<file path="config.mk">
export PLATFORM = sky130hd
export DESIGN_NAME = main_ctrl_fsm
export DESIGN_NICKNAME = d
export VERILOG_FILES = /design/src/rtl/main_ctrl_fsm.sv
export SDC_FILE = /design/constraint.sdc
export NUM_CORES = 1
export LEC_CHECK = 0
export ABC_AREA = 1
export CORE_MARGIN = 5
export CORE_UTILIZATION = 45
export DETAILED_ROUTE_END_ITERATION = 8
export GPL_TIMING_DRIVEN = 0
export MAX_ROUTING_LAYER = met4
export PLACE_DENSITY = 0.82
export SETUP_SLACK_MARGIN = 0.4
export SLEW_MARGIN = 20
export SYNTH_ARGS = -nofsm -noshare
export SYNTH_HDL_FRONTEND = slang
export SYNTH_SLANG_ARGS = --single-unit
export TNS_END_PERCENT = 1
</file>
<file path="constraint.sdc">
create_clock -name clk -period 2 [get_ports clk]
set_input_delay 0.5 -clock clk [delete_from_list [all_inputs] [get_ports clk]]
set_output_delay 0.5 -clock clk [all_outputs]
set_load 0.005 [all_outputs]
</file>
<file path="src/rtl/main_ctrl_fsm.sv">
// main_ctrl_fsm
//   Multi-cycle MIPS-style main control unit. Sequences fetch, decode and the
//   per-class execute/memory/write-back steps for R-type, LW, SW, BEQ and J.
//   Flags any other opcode as illegal (sticky) and counts retired instructions.
//
// Ports
//   clk       in   clock, rising edge
//   rst       in   asynchronous active-high reset
//   opcode    in   [5:0] instruction register bits [31:26]
//   zero      in   ALU zero flag (branch condition)
//   mem_ack   in   memory transfer complete
//   mem_req   out  memory access request
//   memwrite  out  write qualifier for mem_req
//   iord      out  address select: 0=PC, 1=ALUOut
//   irwrite   out  instruction register load enable
//   pc_en     out  PC load enable
//   pcsrc     out  [1:0] 00=ALU, 01=ALUOut, 10=jump target
//   alusrca   out  0=PC, 1=register A
//   alusrcb   out  [1:0] 00=B, 01=4, 10=sign-ext imm, 11=shifted imm
//   aluop     out  [1:0] 00=add, 01=subtract, 10=funct-decoded
//   regdst    out  register-file destination select
//   memtoreg  out  register-file write data select
//   regwrite  out  register-file write enable
//   illegal   out  sticky unsupported-opcode flag
//   retired   out  [15:0] completed-instruction count (wraps)
//   state     out  [3:0] current state code
module main_ctrl_fsm #(
   parameter logic [5:0] OP_RTYPE = 6'b000000,
   parameter logic [5:0] OP_LW    = 6'b100011,
   parameter logic [5:0] OP_SW    = 6'b101011,
   parameter logic [5:0] OP_BEQ   = 6'b000100,
   parameter logic [5:0] OP_J     = 6'b000010
) (
   input  logic        clk,
   input  logic        rst,
   input  logic [5:0]  opcode,
   input  logic        zero,
   input  logic        mem_ack,
   output logic        mem_req,
   output logic        memwrite,
   output logic        iord,
   output logic        irwrite,
   output logic        pc_en,
   output logic [1:0]  pcsrc,
   output logic        alusrca,
   output logic [1:0]  alusrcb,
   output logic [1:0]  aluop,
   output logic        regdst,
   output logic        memtoreg,
   output logic        regwrite,
   output logic        illegal,
   output logic [15:0] retired,
   output logic [3:0]  state
);

   typedef enum logic [3:0] {
      StIdle   = 4'd0,
      StFetch  = 4'd1,
      StDecode = 4'd2,
      StMemAdr = 4'd3,
      StMemRd  = 4'd4,
      StMemWb  = 4'd5,
      StMemWr  = 4'd6,
      StExec   = 4'd7,
      StRwb    = 4'd8,
      StBranch = 4'd9,
      StJump   = 4'd10
   } state_t;

   state_t      state_q, state_d;
   logic        illegal_q;
   logic [15:0] retired_q;
   logic        illegal_set;
   logic        retire;

   // Next-state, illegal detection and retire strobe.
   always_comb begin
      state_d     = state_q;
      illegal_set = 1'b0;
      retire      = 1'b0;
      case (state_q)
         StIdle:   state_d = StFetch;
         StFetch:  if (mem_ack) state_d = StDecode;
         StDecode: begin
            if (opcode == OP_LW || opcode == OP_SW) begin
               state_d = StMemAdr;
            end else if (opcode == OP_RTYPE) begin
               state_d = StExec;
            end else if (opcode == OP_BEQ) begin
               state_d = StBranch;
            end else if (opcode == OP_J) begin
               state_d = StJump;
            end else begin
               state_d     = StFetch;
               illegal_set = 1'b1;
            end
         end
         StMemAdr: state_d = (opcode == OP_SW) ? StMemWr : StMemRd;
         StMemRd:  if (mem_ack) state_d = StMemWb;
         StMemWr: begin
            if (mem_ack) begin
               state_d = StFetch;
               retire  = 1'b1;
            end
         end
         StMemWb: begin
            state_d = StFetch;
            retire  = 1'b1;
         end
         StExec:   state_d = StRwb;
         StRwb: begin
            state_d = StFetch;
            retire  = 1'b1;
         end
         StBranch: begin
            state_d = StFetch;
            retire  = 1'b1;
         end
         StJump: begin
            state_d = StFetch;
            retire  = 1'b1;
         end
         // Unused codes 11-15 recover through FETCH.
         default:  state_d = StFetch;
      endcase
   end

   // State, sticky flag, counter and Moore outputs. The Moore outputs are
   // decoded from state_d so they line up with state_q without a cycle of lag.
   always_ff @(posedge clk or posedge rst) begin
      if (rst) begin
         state_q   <= StIdle;
         illegal_q <= 1'b0;
         retired_q <= 16'h0000;
         mem_req   <= 1'b0;
         memwrite  <= 1'b0;
         iord      <= 1'b0;
         pcsrc     <= 2'b00;
         alusrca   <= 1'b0;
         alusrcb   <= 2'b00;
         aluop     <= 2'b00;
         regdst    <= 1'b0;
         memtoreg  <= 1'b0;
         regwrite  <= 1'b0;
      end else begin
         state_q <= state_d;
         if (illegal_set) illegal_q <= 1'b1;
         if (retire)      retired_q <= retired_q + 16'd1;

         mem_req  <= 1'b0;
         memwrite <= 1'b0;
         iord     <= 1'b0;
         pcsrc    <= 2'b00;
         alusrca  <= 1'b0;
         alusrcb  <= 2'b00;
         aluop    <= 2'b00;
         regdst   <= 1'b0;
         memtoreg <= 1'b0;
         regwrite <= 1'b0;
         case (state_d)
            StFetch: begin
               mem_req <= 1'b1;
               alusrcb <= 2'b01;
            end
            StDecode: alusrcb <= 2'b11;
            StMemAdr: begin
               alusrca <= 1'b1;
               alusrcb <= 2'b10;
            end
            StMemRd: begin
               mem_req <= 1'b1;
               iord    <= 1'b1;
            end
            StMemWr: begin
               mem_req  <= 1'b1;
               iord     <= 1'b1;
               memwrite <= 1'b1;
            end
            StMemWb: begin
               memtoreg <= 1'b1;
               regwrite <= 1'b1;
            end
            StExec: begin
               alusrca <= 1'b1;
               aluop   <= 2'b10;
            end
            StRwb: begin
               regdst   <= 1'b1;
               regwrite <= 1'b1;
            end
            StBranch: begin
               alusrca <= 1'b1;
               aluop   <= 2'b01;
               pcsrc   <= 2'b01;
            end
            StJump:   pcsrc <= 2'b10;
            default: ;
         endcase
      end
   end

   // Handshake- and condition-qualified strobes; state_q is reset
   // asynchronously so these drop immediately on rst.
   assign irwrite = (state_q == StFetch) && mem_ack;
   assign pc_en   = ((state_q == StFetch) && mem_ack)
                  || ((state_q == StBranch) && zero)
                  || (state_q == StJump);

   assign illegal = illegal_q;
   assign retired = retired_q;
   assign state   = state_q;

endmodule

</file>
Yosys cells after proc, flatten, opt, wreduce, memory -nomap -nowiden
Index checks and enable logic that the tools add are counted.
{ "classes": {"n_eq_ne": 24, "n_reduce_logical": 11, "addsub": 1, "n_mux": 26} }
{ "ops": {"columns": ["cell", "n"], "rows": [
  ["$eq 4x3->1 const B", 8],
  ["$mux 4", 7],
  ["$eq 4x4->1 const B", 6],
  ["$pmux 4 s6", 1],
  ["$add 16x1->16 const B", 1],
  ["$eq 4x2->1 const B", 4],
  ["$mux 1", 13],
  ["$eq 6x6->1 const B", 2],
  ["$eq 4x1->1 const B", 2],
  ["$pmux 2 s2", 2],
  ["$eq 6x2->1 const B", 1],
  ["$eq 6x3->1 const B", 1],
  ["$logic_not 6->1", 1],
  ["$pmux 2 s3", 1],
  ["$reduce_or 3->1", 2],
  ["$reduce_or 2->1", 2],
  ["$reduce_or 4->1", 1],
  ["$logic_or 1x1->1", 3],
  ["$logic_and 1x1->1", 2],
  ["$mux 2", 1],
  ["$pmux 1 s2", 1]
]} }
{ "word_totals": {"input_bits": 10, "word_cells": 75, "register_bits": 34} }

Depth between registers and ports, before layout
{ "logic_depth": {"depth_word": 9, "ltp_mapped": 9, "depth_no_buf": 9} }

Worst setup path after synthesis
OpenSTA, ideal clock, no wires.
{ "synth_path": {"path_kind": "reg-to-output", "startpoint": "reg state_q[0], in the netlist state[0]", "endpoint": "out pc_en", "required_time_ns": 1.500, "path_slack_ns": 0.600, "arrival_time_ns": 0.900, "path_stages_with_launch": 4, "path_cell_list": "dfrtp_1 inv_1 nand2_1 o211ai_1"} }
{ "synth_between": {"elab_chain_cells": 4, "elab_cells_between_ends": 7, "classes_between": "3 x eq/ne; 4 x reduce/logical"} }
{ "synth_lines": {"columns": ["item", "line", "source"], "rows": [
  ["start, declared", "70", "state_t state_q, state_d;"],
  ["start signal, assigned", "132", "state_q <= StIdle;"],
  ["start signal, assigned", "146", "state_q <= state_d;"],
  ["$eq 4x1->1 / $eq 4x4->1 (equally long branches)", "205, 206", null],
  ["$logic_and 1x1->1 (on tied branches)", "205, 206", null],
  ["$logic_or 1x1->1", "206", "|| ((state_q == StBranch) && zero)"],
  ["$logic_or 1x1->1 (*)", "207", "|| (state_q == StJump);"],
  ["end, declared", "43", "output logic pc_en,"]
]} }
Every way passes the cells marked *; elsewhere a longest branch is shown, timed or not.

Worst setup path after layout
{ "layout_path": {"startpoint": "reg state_q[2], in the netlist state[2]", "endpoint": "out state[2]"} }
{ "layout_lines": {"columns": ["item", "line", "source"], "rows": [
  ["end, declared", "53", "output logic [3:0] state"]
]} }
No word-level cell between the ends.

==> summary.md <==
| Metric | Value |
|---|---|
| Hold_ws | approximately 0.5 ns |
| Ys Warns | 0 |
| All-layer global routing usage | 17.38% |
| CP Cell Sequence | buf_6 > clkdlybuf4s50_1 |
| Sequential-to-total area share from yosys stat | between 40% and 50% |
| Vias | 1665 |
| Max Root-Sink Buffers | 2 |
| Final min period | ~1.8 ns |
| Tcrit/Tclk final | ~90% |
| Post-Syn Area | ~1700 um2 |
| Clk slew on worst S/H paths | 0.07 ns |
| Mapped Avg Cell Area | ~7.5 um2 |
| DRT Wirelength | 4126 um |
| FF+latch count, synth | 33 |
| Per-cell routed wire length | 12.17 um |
| Initial core utilization | 46.94% |
| Setup Skew | about 0.0048 ns |
| Die H | 72.26 um |
| RSZ-0062 raised after global routing | yes |
| Die X | between 70 and 80 um |
| Die Area | 5221 um2 |
| Antenna diodes | 0 |
| Fmax | 557.4 MHz |
| Sw Ratio | 37.32% |
| Layout cells sized above 1 | 12.37% |
| Final Hold Fails | 0 |
| Gp weighted congestion | 0.9298 |
| CTS Buf Count | 5 |
| Worst vdd ir | 659.2 uV |
| Sw power | just over 1 mW |
| Placed cell count | about 330 |
| # port buffers | 45 |
| WP buf/inv | 2 |
| I/O pin count | 46 |
| Syn Nets | between 200 and 250 |
| Synth cell types | 20 |
| CP max FO | 3 |
| Vias in the first global route | 1611 |
| Clk Latency, worst-skew pair | 0.28 ns |
| Final setup viols | 0 |
| Post-route core utilization | between 60% and 70% |
| Overall Power | around 2.8 mW |
| MaxCap Viol Count | 0 |
| Commonest cells after routing, fill and taps aside | nand2_1, clkdlybuf4s50_1, nor2_1 |
| # H-tree levels | 2 |
| Placement Rows | 22 |
| GR Overflow Total | 0 |
| DR DRC count | 0 |
| Cells after synthesis | 232 |
| Initial antenna violation count | 0 |
| Internal | 1.744 mW |
| Routed Antenna Nets | 0 |
| CTS tree | yes |
| Cell family with most CP delay | buffers and inverters |
| Final Cell Area | 2421 um2 |
| Pleak | 1.194 nW |
| Element type at the critical path end | output pin |
| Worst Slack Setup Final | 0.2061 ns |
| Slew @ Worst Pin | ~0.67 ns |
| Clk pwr share | about a fifth |
| Fin Setup TNS | 0 ns |
| Placed inst area | 2255 um2 |
| Clk sinks | 33 |
| Class of the worst hold path | flip-flop to flip-flop |
| Setup CP Type | flip-flop to output pin |
| Worst EP arrival | roughly 1.3 ns |
| CP max-delay cell | clkdlybuf4s50_1 |
| Vias per inst | slightly below 5 |
| First-pass GRT wire length | around 6900 um |
| Dpl ws | -0.3715 ns |
| Startpoint types | flip-flop |
| HPWL Detailed | just over 3000 um |
| Area Growth Syn to Fin | 38.81% |
| Most common cell after layout, fill and taps aside | nand2_1 |
| NumNets Final | approximately 300 |
| Crit-path max cell delay | around 0.50 ns |
| Cell Pwr Density | approximately 1100 nW/um2 |
| DRT Pass-1 Iters | 4 |
| Reg power frac | about 34% |
| CTS root buffer | clkbuf_8 |
| Final slew viol count | 0 |
| First-iteration detailed-routing DRC count | between 100 and 150 |
| Largest net degree at the start of global routing | 34 |
| Status | finished clean |
| Relative slew slack | a little under three fifths |
| Combinational Power Share | between 40% and 50% |
| CP required | ~1.5 ns |
| Final cell count without fillers | about 340 |
| Core Area | about 3700 um2 |
## worst register-to-register path, cell delays in order, from the launching register on
cell and delay (ns):
dfrtp_2 0.43, buf_4 0.16, inv_1 0.09, nor2_1 0.07
nand3_1 0.13, nand2_1 0.06, nor2_1 0.18, nand2_2 0.11
nor2_1 0.10, nand2_1 0.08, nand2_1 0.07
## flip-flops by register name (all words and copies together) (netlist names)
name and flops:
retired 16, illegal 1, regdst 1, memwrite 1
alusrcb 2, aluop 2, mem_req 1, pcsrc 1
alusrca 1, regwrite 1, iord 1, state 4
memtoreg 1
## worst paths after layout
kind | from | endpoint | cells after the start | slack (ns)
max | state[2] | state[2] | 2 | 0.21
min | illegal | illegal | 1 | 0.49
max reg2reg | state[1] | alusrcb[0] | 10 | 0.46
min reg2reg | illegal | illegal | 1 | 0.49
max in group asynchronous | rst | state[3] | 2 | 0.89
min in group asynchronous | rst | alusrcb[1] | 2 | 0.64
## synth_stat cells
master    count  area share [%]
nand2_1      70              15
inv_1        34             7.3
dfrtp_1      33              47
nor2_1       32             6.9
nand3_1      18             5.2
nor3_1        7             2.0
o21ai_0       6             1.7
xor2_1        6             3.0
nand4_1       5             1.8
nor2_4        4             2.6
nand2_2       3             1.1
o21ai_1       3            0.86
xnor2_1       3             1.5
inv_2         2            0.43
buf_4         1            0.43
buf_6         1            0.65
ha_1          1            0.72
nand3_2       1            0.57
o211ai_1      1            0.43
o21bai_1      1            0.43
## power groups by stage
| stage | registers [mW] | logic (mW) | clock network, mW |
|---|---|---|---|
| 3_3_place_gp | 0.972 | 1.10 | 0 |
| 4_1_cts | 0.945 | 1.27 | 0.565 |
| 5_1_grt | 0.969 | 1.42 | 0.600 |
| 3_5_place_dp | 0.974 | 1.13 | 0 |
| 6_report | 0.943 | 1.29 | 0.548 |
| 2_1_floorplan | 0.968 | 0.619 | 0 |
## timing repair
action / CTS / global route
hold buffers: 0 / 0
resized for setup: 20 / 2
cloned: 0 / 0
pin swaps: 3 / 2
setup buffers: 6 / 0
setup endpoints to repair: 39 / 46
## cells by family (layout without fill, tap and decap cells)
kind of cell	after synthesis	count (layout)	synth area share, %
flops	33	33	47.35
simple gates	140	140	35.15
xor+xnor	9	9	4.520
fa+ha+maj	1	1	0.7172
buf+inv	38	97	8.824
compound gates	11	11	3.443
## layer usage
layer / GRT usage [%] / vias up / routed length (um)
li1: - / 831 / -
met2: 29.73 / 65 / 2059
met1: 19.26 / 759 / 1697
met4: 6.681 / 0 / 94
met3: 4.571 / 10 / 274
met5: - / - / 0
## cell type report
type,count,area [um2]
sequential,33,830.8
tap,48,60.06
clock buffer,7,96.34
buffer,2,18.77
inverter,36,137.6
clock inverter,1,5.005
multi-input combinational,161,777.0
timing repair buffer,51,495.5
fill,334,1295
No activity file was read; power rests on OpenSTA's default activity.
